$ cat config.mk
export PLATFORM = sky130hd
export DESIGN_NAME = gcd_controller
export DESIGN_NICKNAME = d
export VERILOG_FILES = /design/src/rtl/gcd_controller.sv
export SDC_FILE = /design/constraint.sdc
export NUM_CORES = 1
export LEC_CHECK = 0
export ABC_AREA = 1
export BUFFER_PORTS_ARGS = -buffer_cell sky130_fd_sc_hd__buf_2
export CORE_MARGIN = 8
export CORE_UTILIZATION = 31
export DETAILED_ROUTE_END_ITERATION = 10
export PLACE_DENSITY_LB_ADDON = 0.12
export SLEW_MARGIN = 5
export SYNTH_ARGS = -nofsm -noshare
export SYNTH_HDL_FRONTEND = slang
export SYNTH_SLANG_ARGS = --single-unit
$ cat constraint.sdc
create_clock -name clk -period 4.55 [get_ports clk]
set_input_delay 0.2275 -clock clk [delete_from_list [all_inputs] [get_ports clk]]
set_output_delay 0.2275 -clock clk [all_outputs]
set_load 0.01 [all_outputs]
$ cat src/rtl/gcd_controller.sv
// gcd_controller: control FSM for a 16-bit subtractive GCD datapath.
// Ports: start/gt/lt/eq in; ldA/ldB/sel1/sel2/sel_in/want_a/want_b decoded
// from state and flags; busy/done/timeout/iter_cnt registered.
module gcd_controller #(
  parameter int CNT_W    = 16,
  parameter int MAX_ITER = 65535
) (
  input  logic             clk,
  input  logic             rst,
  input  logic             start,
  input  logic             gt,
  input  logic             lt,
  input  logic             eq,
  output logic             ldA,
  output logic             ldB,
  output logic             sel1,
  output logic             sel2,
  output logic             sel_in,
  output logic             want_a,
  output logic             want_b,
  output logic             busy,
  output logic             done,
  output logic             timeout,
  output logic [CNT_W-1:0] iter_cnt
);

  typedef enum logic [2:0] {
    S_IDLE,
    S_LOAD_A,
    S_LOAD_B,
    S_RUN,
    S_DONE
  } state_t;

  localparam logic [CNT_W-1:0] ITER_LIMIT = CNT_W'(MAX_ITER);

  state_t state;

  logic at_limit;
  assign at_limit = (iter_cnt == ITER_LIMIT);

  // Datapath steering. In RUN the load is suppressed on equality or at the
  // iteration limit so the final register contents are left untouched.
  always_comb begin
    ldA    = 1'b0;
    ldB    = 1'b0;
    sel1   = 1'b0;
    sel2   = 1'b0;
    sel_in = 1'b0;
    want_a = 1'b0;
    want_b = 1'b0;
    case (state)
      S_LOAD_A: begin
        sel_in = 1'b1;
        ldA    = 1'b1;
        want_a = 1'b1;
      end
      S_LOAD_B: begin
        sel_in = 1'b1;
        ldB    = 1'b1;
        want_b = 1'b1;
      end
      S_RUN: begin
        if (!eq && !at_limit) begin
          if (gt) begin
            // A <- A - B
            sel2 = 1'b1;
            ldA  = 1'b1;
          end else if (lt) begin
            // B <- B - A
            sel1 = 1'b1;
            ldB  = 1'b1;
          end
        end
      end
      default: ;
    endcase
  end

  always_ff @(posedge clk or posedge rst) begin
    if (rst) begin
      state    <= S_IDLE;
      busy     <= 1'b0;
      done     <= 1'b0;
      timeout  <= 1'b0;
      iter_cnt <= '0;
    end else begin
      case (state)
        S_IDLE: begin
          if (start) begin
            state    <= S_LOAD_A;
            busy     <= 1'b1;
            iter_cnt <= '0;
            timeout  <= 1'b0;
          end
        end
        S_LOAD_A: state <= S_LOAD_B;
        S_LOAD_B: state <= S_RUN;
        S_RUN: begin
          if (eq) begin
            state <= S_DONE;
            busy  <= 1'b0;
            done  <= 1'b1;
          end else if (at_limit) begin
            state   <= S_DONE;
            busy    <= 1'b0;
            done    <= 1'b1;
            timeout <= 1'b1;
          end else begin
            // Counted even if no flag is set, so a broken comparator still
            // ends in a timeout instead of spinning forever. The limit check
            // above keeps the counter from wrapping.
            iter_cnt <= iter_cnt + 1'b1;
          end
        end
        S_DONE: begin
          done  <= 1'b0;
          state <= S_IDLE;
        end
        default: state <= S_IDLE;
      endcase
    end
  end

endmodule

# Yosys cells after proc, flatten, opt, wreduce, memory -nomap -nowiden
# Cells that the tools add are included.
# W data, S select, Z words.
# op_classes
add_sub_neg	1
n_eq_ne	10
n_mux	30
n_reduce_logical	12
# op_table
operator	count
$mux W16	3
$pmux W16 S2	1
$mux W1	17
$add A16 B1 Y16 const B	1
$eq A16 B16 Y1 const B	1
$pmux W3 S4	1
$pmux W1 S2	5
$mux W3	3
$ne A2 B2 Y1 const B	4
$reduce_and A4 Y1	2
$eq A3 B2 Y1 const B	2
$reduce_and A2 Y1	2
$reduce_bool A2 Y1	2
$eq A3 B1 Y1 const B	1
$eq A3 B3 Y1 const B	1
$logic_not A3 Y1	1
$ne A3 B3 Y1 const B	1
$reduce_and A3 Y1	1
$logic_not A1 Y1	2
$reduce_or A2 Y1	1
$logic_and A1 B1 Y1	1
# totals
reg_bits	22
inputBits	6
output_inout_bits	26
wordCells	58

# Longest topological paths before layout
# logic_depth
ltp_word	5
ltp_mapped	10
ltp_nobuf	9

# Worst setup path after synthesis
# Ideal clock, no wire load.
# synth_timing
kind	register to output
start	register iter_cnt[1]
end	output ldA
arrival_time_ns	1.352
required_ns	4.323
path_slack_ns	2.971
path_stages_with_launch	7
path_buffers	0
cell_sequence	dfrtp_1 -> ha_1 -> nand2_2 -> nor2_4 -> nand2_4 -> o21ai_4 -> o21ai_0
# synth_via
elab_chain_len	5
# synth_lines
item	line	text
start: declaration	24	output logic [CNT_W-1:0] iter_cnt
start signal: assignment	113	iter_cnt <= iter_cnt + 1'b1;
$eq A16 B16 Y1	40	assign at_limit = (iter_cnt == ITER_LIMIT);
$logic_not A1 Y1	64	if (!eq && !at_limit) begin
$logic_and A1 B1 Y1	64	
$mux W1	64	
$pmux W1 S2	52	case (state)
end: declaration	14	output logic ldA,
# Every way passes these cells.

# Worst setup path after layout
# layout_timing
start	register state[2]
end	output ldB
# layout_via
elab_chain_len	2
word_cells_on_any_way	3
cone_classes	eq/ne: 2; mux: 1
# layout_lines
item	line	text
start: declaration	37	state_t state;
start signal: assignment	82	state <= S_IDLE;
start signal: assignment	91	state <= S_LOAD_A;
start signal: assignment	97	S_LOAD_A: state <= S_LOAD_B;
$eq A3 B2 Y1	52	
$pmux W1 S2 *	52	
end: declaration	15	output logic ldB,
# Every way passes the cells marked *; elsewhere a longest branch is shown, timed or not.

==> key figures <==
Status
  • Status: finished, final reports clean

Final layout
  • Layout Utilization: ~36%
  • Final net count: roughly 230
  • N_diodes: 0
  • Area of the multi-input gates: a little under 800 um^2
  • Finished Cell Area: about 1700 um^2
  • Area Overhead vs Synth: 16.4%
  • Layout cell share with drive strength beyond 1: approximately a quarter
  • Register Area: roughly 550 um^2
  • Fillers: about 510

Logic synthesis
  • Most instantiated cells after synthesis: 51 x nand2_1, 27 x nor2_1, 22 x dfrtp_1, 22 x inv_1, 17 x nand3_1
  • Cell area after synthesis: ~1400 um^2
  • Post-synth ARST share: 100%
  • FF+latch count, synth: 22
  • Seq/Total Area, Yosys: between 30% and 40%
  • Top area cells in the synthesized netlist: dfrtp_1 38%, nand2_1 13%, nor2_1 7.0%
  • Ys Warns: 0
  • Cell taking the most area after synthesis: dfrtp_1
  • Top_reg_cell synth: dfrtp_1
  • Synth cell types: 25
  • Most frequent cell after synthesis: nand2_1
  • Post-synth EDFFs: 0
  • Syn Nets: 200
  • Synthesized area per cell: ~7.5 um^2
  • Post-synthesis instance total: 193
  • Share of Yosys cell area claimed by the top area cell type: a little under two fifths

Clocking
  • CTS resizes: 0
  • H-tree Lvls: 1
  • Clk buf depth: 2
  • Clk Latency, worst-skew pair: around 0.26 ns
  • Clock transition at the registers of the reported paths: 0.08 ns
  • Setup bufs post-CTS: 0
  • CTS tree: done
  • CTS Sinks: 22
  • # hold bufs at CTS: 0
  • Num CTS Buffers: 3
  • Root Buffer: clkbuf_8

Global routing
  • Tot GR Track Use: 11.1%
  • Congestion Overflow GR: 0
  • First-pass GRT wire length: around 6500 um
  • Vias in the first global route: between 1000 and 1500
  • Largest net degree at the start of global routing: 23
  • Antenna violations before repair: 0

Timing
  • Sum Neg Setup Slack: 0 ns
  • Slew margin rel.: around two fifths
  • Clock Skew: slightly above 0.007 ns
  • Count of final setup violators: 0
  • Period utilisation layout: 46.3%
  • WHS: ~0.13 ns
  • F_max: 0.475 GHz
  • Slew @ Worst Pin: 0.875 ns
  • Final Critical Period: roughly 2.1 ns
  • RSZ-0062 raised after global routing: false
  • Final Hold Violating Endpoints: 0
  • Max-slew violation count: 0

Place
  • Area after DPL: ~1600 um^2
  • IO buf count: 31
  • GP Congestion: around 0.85
  • Post-DP HPWL: between 2000 and 3000 um

Route
  • Drt initial violations: 39
  • Final ANT Viol Nets: 0
  • Total Wirelength: between 3000 and 4000 um
  • Routed WL per cell: between 10 and 15 um
  • Detailed Routing Iterations Pass 1: 4
  • DRC Markers: 0
  • Post-DR vias/cell: ~4.7
  • Via count: 1306

Worst setup path
  • R2R Path Start: iter_cnt[1]
  • CP required: about 4.3 ns
  • Critical Path Slowest Stage Cell: dfrtp_1
  • CP Launch Type: flop
  • Maximum fanout along the worst path: 11
  • Critical path endpoint: ldB
  • Slowest stage delay, CP: 0.43 ns
  • Cell family with most CP delay: simple AND/OR/NAND/NOR gates
  • CP cell instances: inv_1 > nand3_1 > nor2_2 > o21ai_4 > o21ai_0 > buf_2
  • Worst Path Class, Setup: reg2out
  • Critical Path End Type: primary output
  • R2r setup slk: around 2.6 ns
  • Critical R2R Capture: iter_cnt[10]
  • Reg2reg path depth: 9
  • Worst Path Arrival: 1.88 ns
  • Sum of buffers and inverters on the critical path: 2
  • CP Launch Point: state[2]
  • Worst path depth: 6

Floorplan
  • Num ports: 32
  • Die area: between 7000 and 8000 um^2
  • Total core area: roughly 4600 um^2
  • Row count: 25
  • Chip height: around 84 um
  • Die width: approximately 84 um
  • Starting Density: 31.3%

Power and ir drop
  • PD cells: 371 nW/um^2
  • Sequential power share: between 40% and 50%
  • Switching pwr: about 0.00027 W
  • Peak VDD IR: ~0.26 mV
  • Total power: slightly above 0.0006 W
  • Net Sw Frac: between 40% and 50%
  • Int Power: 0.000357 W
  • Leakage: around 0.8 nW
  • Combinational Power Share: approximately two fifths
  • Clock share of power: between 10% and 20%

Worst hold path
  • Hold WC Path Type: in2async

Flow run
  • Max Cap Viol: 0
==> kinds of logic (layout without fill, tap and decap cells) <==
| family | count (synthesis) | in the layout | synth area share (%) |
|---|---|---|---|
| xor gates and xnor gates | 6 | 6 | 3.65 |
| adders and majority gates | 1 | 1 | 0.868 |
| buffers and inverters | 25 | 56 | 7.64 |
| AOI/OAI and AO/OA | 23 | 23 | 12.0 |
| DFF | 22 | 22 | 38.2 |
| and+or+nand+nor | 116 | 116 | 37.7 |
==> how the worst min path moves through the flow <==
stage | start | endpoint | slack (ns) | cells after the start
3_3_place_gp | rst | iter_cnt[6] | 0.48 | 2
5_1_grt | rst | iter_cnt[5] | 0.21 | 2
3_5_place_dp | rst | iter_cnt[6] | 0.49 | 2
2_1_floorplan | rst | busy | 0.22 | 1
4_1_cts | rst | iter_cnt[5] | 0.19 | 2
6_report | rst | iter_cnt[5] | 0.13 | 2
==> stage by stage <==
step,cells,setup WS (ns)
2_1_floorplan,193,2.97
3_3_place_gp,275,2.62
3_5_place_dp,275,2.60
4_1_cts,278,2.40
5_1_grt,278,2.21
6_report,278,2.44
==> cell type report <==
| cell class | count | area share [%] |
|---|---|---|
| Tap cell | 54 | 4.03 |
| Multi-Input combinational cell | 146 | 46.5 |
| Timing Repair Buffer | 31 | 9.25 |
| Clock buffer | 3 | 2.46 |
| Sequential cell | 22 | 32.8 |
| Inverter | 22 | 4.92 |
==> sequential cells by signal (all words and copies together), names as in the netlist <==
name and cells:
iter_cnt 16, state 3, done 1, busy 1
timeout 1
==> layer usage <==
metal / global-route usage (%) / wire [um] / share of wire (%)
met5: 0 / 0 / 0
met1: 13.4 / 1800 / 49
met4: 2.98 / 47 / 1.3
met3: 3.39 / 150 / 4.1
met2: 18.6 / 1690 / 46
==> cells in the final DEF, fill, tap and decap left out, drive strengths merged, types with 3 or more instances in the layout <==
cell    instances
nand2          56
nor2           34
buf            31
inv            22
dfrtp          22
nand3          17
o21ai          17
xor2            6
nand4           6
o21bai          4
clkbuf          3
==> power by group through the flow <==
stage          clock (W)  sequential [W]  combinational [W]
2_1_floorplan          0        0.000257           0.000183
3_5_place_dp           0        0.000255           0.000256
6_report        0.000123        0.000252           0.000248
3_3_place_gp           0        0.000257           0.000256
4_1_cts         0.000133        0.000252           0.000256
5_1_grt         0.000141        0.000257           0.000282
Power figures use the tool's default switching activity.
